$ cat config.mk
export PLATFORM = sky130hd
export DESIGN_NAME = peripheral_gpio_irq_apb4
export DESIGN_NICKNAME = d
export VERILOG_FILES = /design/src/rtl/peripheral_gpio_irq_apb4.sv
export SDC_FILE = /design/constraint.sdc
export NUM_CORES = 1
export LEC_CHECK = 0
export CAP_MARGIN = 40
export CORE_UTILIZATION = 30
export DETAILED_ROUTE_END_ITERATION = 12
export MAX_ROUTING_LAYER = met4
export PLACE_DENSITY = 0.59
export SYNTH_ARGS = -nofsm -noshare
export SYNTH_HDL_FRONTEND = slang
export SYNTH_SLANG_ARGS = --single-unit
$ cat constraint.sdc
create_clock -name PCLK -period 1.95 [get_ports PCLK]
set_input_delay 0.195 -clock PCLK [delete_from_list [all_inputs] [get_ports PCLK]]
set_output_delay 0.195 -clock PCLK [all_outputs]
set_load 0.01 [all_outputs]
$ cat src/rtl/peripheral_gpio_irq_apb4.sv
// APB4 GPIO slave: per-pin direction, push-pull/open-drain pads, synchronised inputs, level/edge interrupts.
// Optional input debounce filter enabled by defining GPIO_DEBOUNCE_EN.
module peripheral_gpio_irq_apb4 #(
  parameter int PADDR_SIZE      = 10,
  parameter int PDATA_SIZE      = 8,
  parameter int SYNC_DEPTH      = 3,
  parameter int DEBOUNCE_CYCLES = 16
) (
  input  logic                    PCLK,
  input  logic                    PRESETn,
  input  logic                    PSEL,
  input  logic                    PENABLE,
  input  logic                    PWRITE,
  input  logic [PDATA_SIZE/8-1:0] PSTRB,
  input  logic [PADDR_SIZE-1:0]   PADDR,
  input  logic [PDATA_SIZE-1:0]   PWDATA,
  output logic [PDATA_SIZE-1:0]   PRDATA,
  output logic                    PREADY,
  output logic                    PSLVERR,
  output logic                    irq_o,
  input  logic [PDATA_SIZE-1:0]   gpio_i,
  output logic [PDATA_SIZE-1:0]   gpio_o,
  output logic [PDATA_SIZE-1:0]   gpio_oe
);

  localparam int NLANE = PDATA_SIZE / 8;

  localparam logic [3:0] IDX_MODE    = 4'd0;
  localparam logic [3:0] IDX_DIR     = 4'd1;
  localparam logic [3:0] IDX_OUT     = 4'd2;
  localparam logic [3:0] IDX_IN      = 4'd3;
  localparam logic [3:0] IDX_TR_TYPE = 4'd4;
  localparam logic [3:0] IDX_TR_LVL0 = 4'd5;
  localparam logic [3:0] IDX_TR_LVL1 = 4'd6;
  localparam logic [3:0] IDX_TR_STAT = 4'd7;
  localparam logic [3:0] IDX_IRQ_ENA = 4'd8;

  logic [3:0]            idx;
  logic                  mapped;
  logic                  wr_en;
  logic [PDATA_SIZE-1:0] wmask;
  logic                  unused_paddr;

  assign idx          = PADDR[5:2];
  assign mapped       = (idx <= IDX_IRQ_ENA);
  assign wr_en        = PSEL & PENABLE & PWRITE & mapped;
  assign unused_paddr = ^{PADDR[PADDR_SIZE-1:6], PADDR[1:0]};

  always_comb begin
    wmask = '0;
    for (int b = 0; b < NLANE; b++) begin
      wmask[b*8 +: 8] = {8{PSTRB[b]}};
    end
  end

  logic [PDATA_SIZE-1:0] mode_q, mode_d;
  logic [PDATA_SIZE-1:0] dir_q, dir_d;
  logic [PDATA_SIZE-1:0] out_q, out_d;
  logic [PDATA_SIZE-1:0] tr_type_q, tr_type_d;
  logic [PDATA_SIZE-1:0] tr_lvl0_q, tr_lvl0_d;
  logic [PDATA_SIZE-1:0] tr_lvl1_q, tr_lvl1_d;
  logic [PDATA_SIZE-1:0] tr_stat_q, tr_stat_d;
  logic [PDATA_SIZE-1:0] irq_ena_q, irq_ena_d;
  logic [PDATA_SIZE-1:0] stat_clr;
  logic [PDATA_SIZE-1:0] trig;
  logic                  irq_q, irq_d;

  // Input path: synchroniser chain, optional filter, then one-cycle history for edge detection
  logic [SYNC_DEPTH-1:0][PDATA_SIZE-1:0] sync_q, sync_d;
  logic [PDATA_SIZE-1:0]                 sync_out;
  logic [PDATA_SIZE-1:0]                 in_q;
  logic [PDATA_SIZE-1:0]                 prev_q, prev_d;

  assign sync_d   = {sync_q[SYNC_DEPTH-2:0], gpio_i};
  assign sync_out = sync_q[SYNC_DEPTH-1];
  assign prev_d   = in_q;

  always_ff @(posedge PCLK or negedge PRESETn) begin
    if (!PRESETn) begin
      sync_q <= '0;
      prev_q <= '0;
    end else begin
      sync_q <= sync_d;
      prev_q <= prev_d;
    end
  end

`ifdef GPIO_DEBOUNCE_EN
  localparam int CNT_W = (DEBOUNCE_CYCLES > 2) ? $clog2(DEBOUNCE_CYCLES) : 1;

  logic [PDATA_SIZE-1:0][CNT_W-1:0] cnt_q, cnt_d;
  logic [PDATA_SIZE-1:0]            in_d;

  // A pin only follows the synchroniser after disagreeing for DEBOUNCE_CYCLES consecutive cycles
  always_comb begin
    cnt_d = '0;
    in_d  = in_q;
    for (int i = 0; i < PDATA_SIZE; i++) begin
      if (sync_out[i] != in_q[i]) begin
        if (cnt_q[i] == CNT_W'(DEBOUNCE_CYCLES - 1)) begin
          in_d[i] = sync_out[i];
        end else begin
          cnt_d[i] = cnt_q[i] + 1'b1;
        end
      end
    end
  end

  always_ff @(posedge PCLK or negedge PRESETn) begin
    if (!PRESETn) begin
      cnt_q <= '0;
      in_q  <= '0;
    end else begin
      cnt_q <= cnt_d;
      in_q  <= in_d;
    end
  end
`else
  localparam int unused_debounce_cycles = DEBOUNCE_CYCLES;

  assign in_q = sync_out;
`endif

  always_comb begin
    for (int i = 0; i < PDATA_SIZE; i++) begin
      if (tr_type_q[i]) begin
        trig[i] = (tr_lvl0_q[i] & prev_q[i] & ~in_q[i]) | (tr_lvl1_q[i] & ~prev_q[i] & in_q[i]);
      end else begin
        trig[i] = (tr_lvl0_q[i] & ~in_q[i]) | (tr_lvl1_q[i] & in_q[i]);
      end
    end
  end

  always_comb begin
    mode_d    = mode_q;
    dir_d     = dir_q;
    out_d     = out_q;
    tr_type_d = tr_type_q;
    tr_lvl0_d = tr_lvl0_q;
    tr_lvl1_d = tr_lvl1_q;
    irq_ena_d = irq_ena_q;
    stat_clr  = '0;
    if (wr_en) begin
      case (idx)
        IDX_MODE:    mode_d    = (mode_q    & ~wmask) | (PWDATA & wmask);
        IDX_DIR:     dir_d     = (dir_q     & ~wmask) | (PWDATA & wmask);
        IDX_OUT:     out_d     = (out_q     & ~wmask) | (PWDATA & wmask);
        IDX_TR_TYPE: tr_type_d = (tr_type_q & ~wmask) | (PWDATA & wmask);
        IDX_TR_LVL0: tr_lvl0_d = (tr_lvl0_q & ~wmask) | (PWDATA & wmask);
        IDX_TR_LVL1: tr_lvl1_d = (tr_lvl1_q & ~wmask) | (PWDATA & wmask);
        IDX_TR_STAT: stat_clr  = PWDATA & wmask;
        IDX_IRQ_ENA: irq_ena_d = (irq_ena_q & ~wmask) | (PWDATA & wmask);
        default: ;
      endcase
    end
    // Applying the set after the clear lets a coincident trigger win over W1C
    tr_stat_d = (tr_stat_q & ~stat_clr) | trig;
    irq_d     = |(tr_stat_q & irq_ena_q);
  end

  always_ff @(posedge PCLK or negedge PRESETn) begin
    if (!PRESETn) begin
      mode_q    <= '0;
      dir_q     <= '0;
      out_q     <= '0;
      tr_type_q <= '0;
      tr_lvl0_q <= '0;
      tr_lvl1_q <= '0;
      tr_stat_q <= '0;
      irq_ena_q <= '0;
      irq_q     <= 1'b0;
    end else begin
      mode_q    <= mode_d;
      dir_q     <= dir_d;
      out_q     <= out_d;
      tr_type_q <= tr_type_d;
      tr_lvl0_q <= tr_lvl0_d;
      tr_lvl1_q <= tr_lvl1_d;
      tr_stat_q <= tr_stat_d;
      irq_ena_q <= irq_ena_d;
      irq_q     <= irq_d;
    end
  end

  always_comb begin
    PRDATA = '0;
    if (PSEL) begin
      case (idx)
        IDX_MODE:    PRDATA = mode_q;
        IDX_DIR:     PRDATA = dir_q;
        IDX_OUT:     PRDATA = out_q;
        IDX_IN:      PRDATA = in_q;
        IDX_TR_TYPE: PRDATA = tr_type_q;
        IDX_TR_LVL0: PRDATA = tr_lvl0_q;
        IDX_TR_LVL1: PRDATA = tr_lvl1_q;
        IDX_TR_STAT: PRDATA = tr_stat_q;
        IDX_IRQ_ENA: PRDATA = irq_ena_q;
        default:     PRDATA = '0;
      endcase
    end
  end

  assign PREADY  = 1'b1;
  assign PSLVERR = PSEL & PENABLE & ~mapped;
  assign irq_o   = irq_q;

  // Open-drain pins never drive high: they release the pad instead
  assign gpio_o  = out_q & ~mode_q;
  assign gpio_oe = dir_q & ~(mode_q & out_q);

endmodule

==> metrics.txt, run 1 <==
worst r2r dst irq_o; Post-synth EDFFs 0; met3 wire length 759 um; Flop pwr share 0.499; combinational share of power 0.147; die height 123 um; Max Slew Vio Count 0; worst clock skew 0.00571 ns; initial DRC count 244; area grow syn2layout 35.9%; critical path capture point PRDATA[0]; status completed; grt ovf 0; share of cells above drive strength 1 0.377; Synth cell types 47; fin crit share 0.983; total number of vias 3230; FF+latch count, synth 97; Async S/R FF share, synth 1.00; total CTS buffers 9; number of clock sinks 97; Critical Path End Type output port; post-route ant nets 0; CP Max Fanout 13; htree depth 3; initial antenna violation count 0; Synth Cell Area 4380 um2; register area 2430 um2; largest net degree at the start of global routing 42; Hold Crit Class primary input to register; routed len/inst 17.9 um; Yosys warning total 0; drc violations 0; Max VDD drop 0.437 mV; Seq/Total Area, Yosys 0.554; synthesized netlist net count 374; final std cells w/o fill 639; crit path DAT 1.72 ns; Highest Signal Layer met4; crit path launch PADDR[3]; fin crit period 1.92 ns; Worst setup SP type primary input; final setup violation count 0; P_int 3.56 mW; R2R Setup Slk 0.90 ns; drt first pass iters 4; area of the core 14000 um2; Critical R2R Launch tr_stat_q[4]; vias in the first global route 3332; R2R depth 2; Initial Util 0.312; Net Sw Power 1.16 mW; Fmax 522 MHz; total wire length 11400 um; CP required 1.75 ns; pwr/cell area 792 nW/um2; area occupied by multi-input gates 1940 um2; switching part of the total power 0.246; max-cap violations 0; Gate Count Post-Synth 342; Reg clk slew, reported paths 0.06 ns; Placer Congestion 0.855; Clk pwr share 0.354; synthesized area per cell 12.8 um2; # rows 43; Fin. Hold Viols 0; placed cell count 615; IO buf count 51; hold path depth 1; first-pass GRT wire length 18600 um; Top FF cell, synth dfrtp_1; antenna cells 0; metal2 WL 5520 um; CTS tree done; DP Wirelength 8130 um; WL met1 5000 um; fill cell count 1299; final setup TNS 0 ns; GRT Total Usage 0.173; overall die width 123 um; nets@finish 487; critical path class primary input to output port; area of the die 15100 um2; Pleak 2.65 nW; Worst-Skew Late Latency 0.34 ns; clock buffer depth 2; Vias/cell 5.05; Root Driver clkbuf_16; Ports 59
## worst max-delay path: stages
cell and delay (ns):
dlygate4sd2_1 0.26, buf_12 0.15, buf_4 0.17, nand3b_1 0.16, a211oi_1 0.23, a21oi_1 0.07, a31oi_1 0.22, clkdlybuf4s15_2 0.26
## synthesized netlist by cell type (all sizes together) (2+ instances only)
| master | number | area share |
|---|---|---|
| or3 | 2 | 0.0029 |
| a21boi | 8 | 0.014 |
| nor2 | 7 | 0.0089 |
| a21oi | 17 | 0.019 |
| nor3 | 4 | 0.0057 |
| o21ai | 5 | 0.0057 |
| nand4 | 4 | 0.0071 |
| nor2b | 14 | 0.020 |
| o22ai | 3 | 0.0043 |
| a22oi | 7 | 0.012 |
| or3b | 2 | 0.0040 |
| buf | 6 | 0.0089 |
| a21o | 11 | 0.019 |
| mux2 | 61 | 0.16 |
| a31oi | 4 | 0.0057 |
| nand2 | 15 | 0.013 |
| a211oi | 3 | 0.0051 |
| a2bb2oi | 4 | 0.0080 |
| clkbuf | 8 | 0.0069 |
| nand3b | 6 | 0.010 |
| mux2i | 13 | 0.030 |
| xnor2 | 6 | 0.012 |
| inv | 4 | 0.0034 |
| dfrtp | 97 | 0.55 |
| a22o | 9 | 0.018 |
| nand3 | 6 | 0.0069 |
| a32oi | 4 | 0.0080 |
## routing by layer
| metal | up-vias | track usage |
|---|---|---|
| li1 | 1488 | - |
| met1 | 1624 | 0.226 |
| met2 | 103 | 0.271 |
| met3 | 15 | 0.0414 |
| met4 | 0 | 0.0396 |
| met5 | - | - |
## worst min-delay path by stage
| stage | start | endpoint | slack (ns) |
|---|---|---|---|
| 6_report | gpio_i[6] | sync_d[14] | 0.28 |
| 5_1_grt | gpio_i[6] | sync_d[14] | 0.28 |
| 2_1_floorplan | PRESETn | async pin | -0.10 |
| 3_5_place_dp | PRESETn | sync_d[10] | 0.13 |
| 4_1_cts | gpio_i[4] | sync_d[12] | 0.27 |
| 3_3_place_gp | PRESETn | sync_d[11] | 0.13 |
## cell families (layout without fill, tap and decap cells)
family / count (synthesis) / after routing / synth area share
flip-flops: 97 / 97 / 0.554
AO/OA/AOI/OAI: 78 / 78 / 0.125
multiplexers: 74 / 74 / 0.193
AND/OR/NAND/NOR: 68 / 68 / 0.0954
buffers and inverters: 18 / 135 / 0.0191
XOR/XNOR: 6 / 6 / 0.0120
other: 1 / 1 / 0.000856
## layout make-up
type	count	area share
Inverter	4	0.00252
Sequential cell	97	0.408
Clock inverter	2	0.00210
Clock buffer	13	0.0454
Tap cell	180	0.0378
Timing Repair Buffer	116	0.178
Multi-Input combinational cell	227	0.327
## power groups by stage
stage                     Clock [mW]  Sequential (mW)  Combinational (mW)
after detailed placement           0             2.39               0.659
after CTS                       1.72             2.35               0.697
after global routing            1.80             2.38               0.757
final                           1.67             2.35               0.695
after floorplan                    0             2.34               0.336
after global placement             0             2.39               0.649
## placed cells by master (no fill, tap or decap), types with 2 or more instances in the layout
master	n
clkbuf_2	3
xnor2_1	6
dlygate4sd2_1	2
nor3_1	2
buf_2	6
nor2_2	3
a31oi_1	3
nor2_1	3
buf_6	4
a21o_1	11
buf_12	5
clkbuf_8	3
a21oi_2	5
clkdlybuf4s50_1	37
nand3b_1	6
a32oi_1	4
a21boi_0	8
a2bb2oi_2	3
nor2b_1	13
a21oi_1	12
a211oi_1	2
dfrtp_1	97
nand3_1	6
o22ai_1	3
clkdlybuf4s15_2	2
mux2_4	8
clkbuf_16	9
buf_4	54
a22oi_1	7
nand4_1	3
nand2_1	15
mux2_2	53
mux2i_1	13
nor3_2	2
or3_1	2
o21ai_0	4
a22o_1	9
inv_1	4
## per-stage QoR
| step | power [mW] | utilization | hold WS (ns) | instance area (um2) | worst slack [ns] |
|---|---|---|---|---|---|
| floorplan | 2.67 | - | -0.101 | 4380 | 0.204 |
| global placement | 3.03 | 0.394 | 0.131 | 5530 | -0.586 |
| detailed placement | 3.05 | 0.394 | 0.133 | 5530 | -0.618 |
| CTS | 4.77 | 0.424 | 0.274 | 5950 | 0.00153 |
| global route | 4.93 | 0.424 | 0.280 | 5950 | -0.00878 |
| finish | 4.72 | 0.424 | 0.285 | 5950 | 0.0329 |
## what timing repair did
action | CTS | global route
buffers inserted | 6 | 0
gates cloned | 2 | 0
endpoints found under the setup margin | 35 | 5
hold endpoints to repair | 24 | 0
gates resized for setup | 52 | 8
hold buffers | 1 | 0
pin swaps | 4 | 5
(Power assumes the default switching activity.)
==> run 2: changes to the inputs <==
--- a/config.mk
+++ b/config.mk
@@ -7,6 +7,7 @@
 export LEC_CHECK = 0
 export CAP_MARGIN = 40
 export CORE_UTILIZATION = 30
+export CTS_CLUSTER_DIAMETER = 80
 export DETAILED_ROUTE_END_ITERATION = 12
 export MAX_ROUTING_LAYER = met4
 export PLACE_DENSITY = 0.59
==> results of run 2 <==
Final layout, timing and power as in run 1 (identical DEF).
==> run 3: changes to the inputs <==
--- a/config.mk
+++ b/config.mk
@@ -6,11 +6,12 @@
 export NUM_CORES = 1
 export LEC_CHECK = 0
 export CAP_MARGIN = 40
-export CORE_UTILIZATION = 30
+export CORE_UTILIZATION = 55
 export CTS_CLUSTER_DIAMETER = 80
 export DETAILED_ROUTE_END_ITERATION = 12
 export MAX_ROUTING_LAYER = met4
-export PLACE_DENSITY = 0.59
+export PLACE_DENSITY = 0.9
+export SETUP_SLACK_MARGIN = 0.15
 export SYNTH_ARGS = -nofsm -noshare
 export SYNTH_HDL_FRONTEND = slang
 export SYNTH_SLANG_ARGS = --single-unit
==> constraint.sdc (replaced) <==
create_clock -name PCLK -period 1.9 [get_ports PCLK]
set_input_delay 0.19 -clock PCLK [delete_from_list [all_inputs] [get_ports PCLK]]
set_output_delay 0.19 -clock PCLK [all_outputs]
set_load 0.01 [all_outputs]
==> metrics.txt, run 3 (synthesis results as in run 1) <==
placed cell count 532; fin crit share 1.06; total number of vias 3640; area occupied by multi-input gates 2010 um2; final setup violation count 2; initial antenna violation count 0; final std cells w/o fill 571; nets@finish 496; R2R Setup Slk 0.78 ns; total CTS buffers 9; total power 4.58 mW; antenna cells 0; Initial Util 0.567; P_int 3.31 mW; Reg clk slew, reported paths 0.09 ns; status complete, but fails checks; Net Sw Power 1.27 mW; largest net degree at the start of global routing 60; CP required 1.71 ns; DP Wirelength 7940 um; share of cells above drive strength 1 0.420; CP Max Fanout 4; die height 91.2 um; max-cap violations 0; R2R depth 4; fin crit period 2.01 ns; critical path class register to output port; post-route ant nets 0; Pleak 2.77 nW; first-pass GRT wire length 19700 um; total wire length 13100 um; Flop pwr share 0.530; Max VDD drop 0.740 mV; overall die width 91.2 um; Hold Crit Class primary input to async pin; Placer Congestion 0.966; grt ovf 0; Clk pwr share 0.295; Ports 59; drt first pass iters 7; drc violations 0; worst r2r dst tr_stat_q[7]; CTS tree done; setup slack at placement -0.631 ns; routed len/inst 22.9 um; fill cell count 441; area grow syn2layout 35.7%; IO buf count 51; number of clock sinks 97; vias in the first global route 3692; worst clock skew 0.00477 ns; # rows 32; htree depth 3; most frequent cells in the layout dfrtp_1, buf_4, mux2_2; Fmax 498 MHz; switching part of the total power 0.277; pwr/cell area 771 nW/um2; initial DRC count 365; clock buffer depth 2; area of the core 7730 um2; Critical Path End Type output port; Worst setup SP type register; most common cell after layout, fill and taps aside dfrtp_1; Root Driver clkbuf_8; GRT Total Usage 0.330; Final WS setup -0.109 ns; RSZ-0062 raised after global routing true; Vias/cell 6.37; failing checks setup timing; area of the die 8320 um2; combinational share of power 0.176; Max Slew Vio Count 0; Worst-Skew Late Latency 0.38 ns; utilization after layout 0.769; crit path DAT 1.82 ns; register area 2430 um2; Fin. Hold Viols 0
## run 3: changes by cell type in the layout (fill, tap and decap cells not counted), sizes merged, moves of 3 or more
cell and delta:
buf +14, clkbuf -5, clkdlybuf4s15 -3, clkdlybuf4s50 -13, dlygate4sd2 +9, dlymetal6s2s +3
## run 3: layer usage
layer | GRT usage | routed length, um | vias up
met5 | - | 0 | -
met4 | 0.180 | 641 | 0
met3 | 0.0586 | 1080 | 74
met2 | 0.512 | 6320 | 268
met1 | 0.414 | 5020 | 1795
li1 | - | - | 1503
## run 3: area by class of cell
class,instances,share of cell area
flip-flops and latches,97,0.409
multi-input cells,227,0.339
clock inverters,6,0.0114
inverters,4,0.00253
repair buffers,125,0.196
clock buffers,10,0.0215
well taps,102,0.0215
## run 3: how the worst max path moves through the flow
stage | startpoint | end | slack [ns]
6_report | register | PRDATA[4] | -0.11
5_1_grt | register | PRDATA[4] | -0.1
4_1_cts | register | PRDATA[7] | -0.01
3_3_place_gp | PADDR[4] | PRDATA[1] | -0.58
2_1_floorplan | PADDR[3] | register | 0.16
3_5_place_dp | PADDR[4] | PRDATA[3] | -0.63
## run 3: what timing repair did
item,in CTS,in global routing
hold buffers,1,0
setup endpoints to repair,48,32
pin swaps,17,4
setup buffers,14,5
hold endpoints to repair,71,0
gates resized for setup,83,27
gates cloned,3,0
## run 3: power by group through the flow
| stage | registers [mW] | logic [mW] | clock network [mW] |
|---|---|---|---|
| final | 2.43 | 0.805 | 1.35 |
| after global routing | 2.44 | 0.849 | 1.42 |
| after CTS | 2.41 | 0.753 | 1.35 |
| after detailed placement | 2.45 | 0.677 | 0 |
| after global placement | 2.43 | 0.648 | 0 |
| after floorplan | 2.40 | 0.345 | 0 |
## run 3: critical path, stage by stage (launching register included)
cell and delay [ns]:
dfrtp_1 0.44, a22o_1 0.29, a221oi_2 0.37, a31oi_1 0.16, buf_2 0.18
## run 3: through the flow
stage,hold slack (ns),setup TNS (ns),area (um2)
4_1_cts,0.201,-0.0102,5830
6_report,0.200,-0.162,5940
3_3_place_gp,0.0530,-19.18,5380
3_5_place_dp,0.0559,-20.92,5380
2_1_floorplan,-0.106,0,4380
5_1_grt,0.214,-0.174,5940
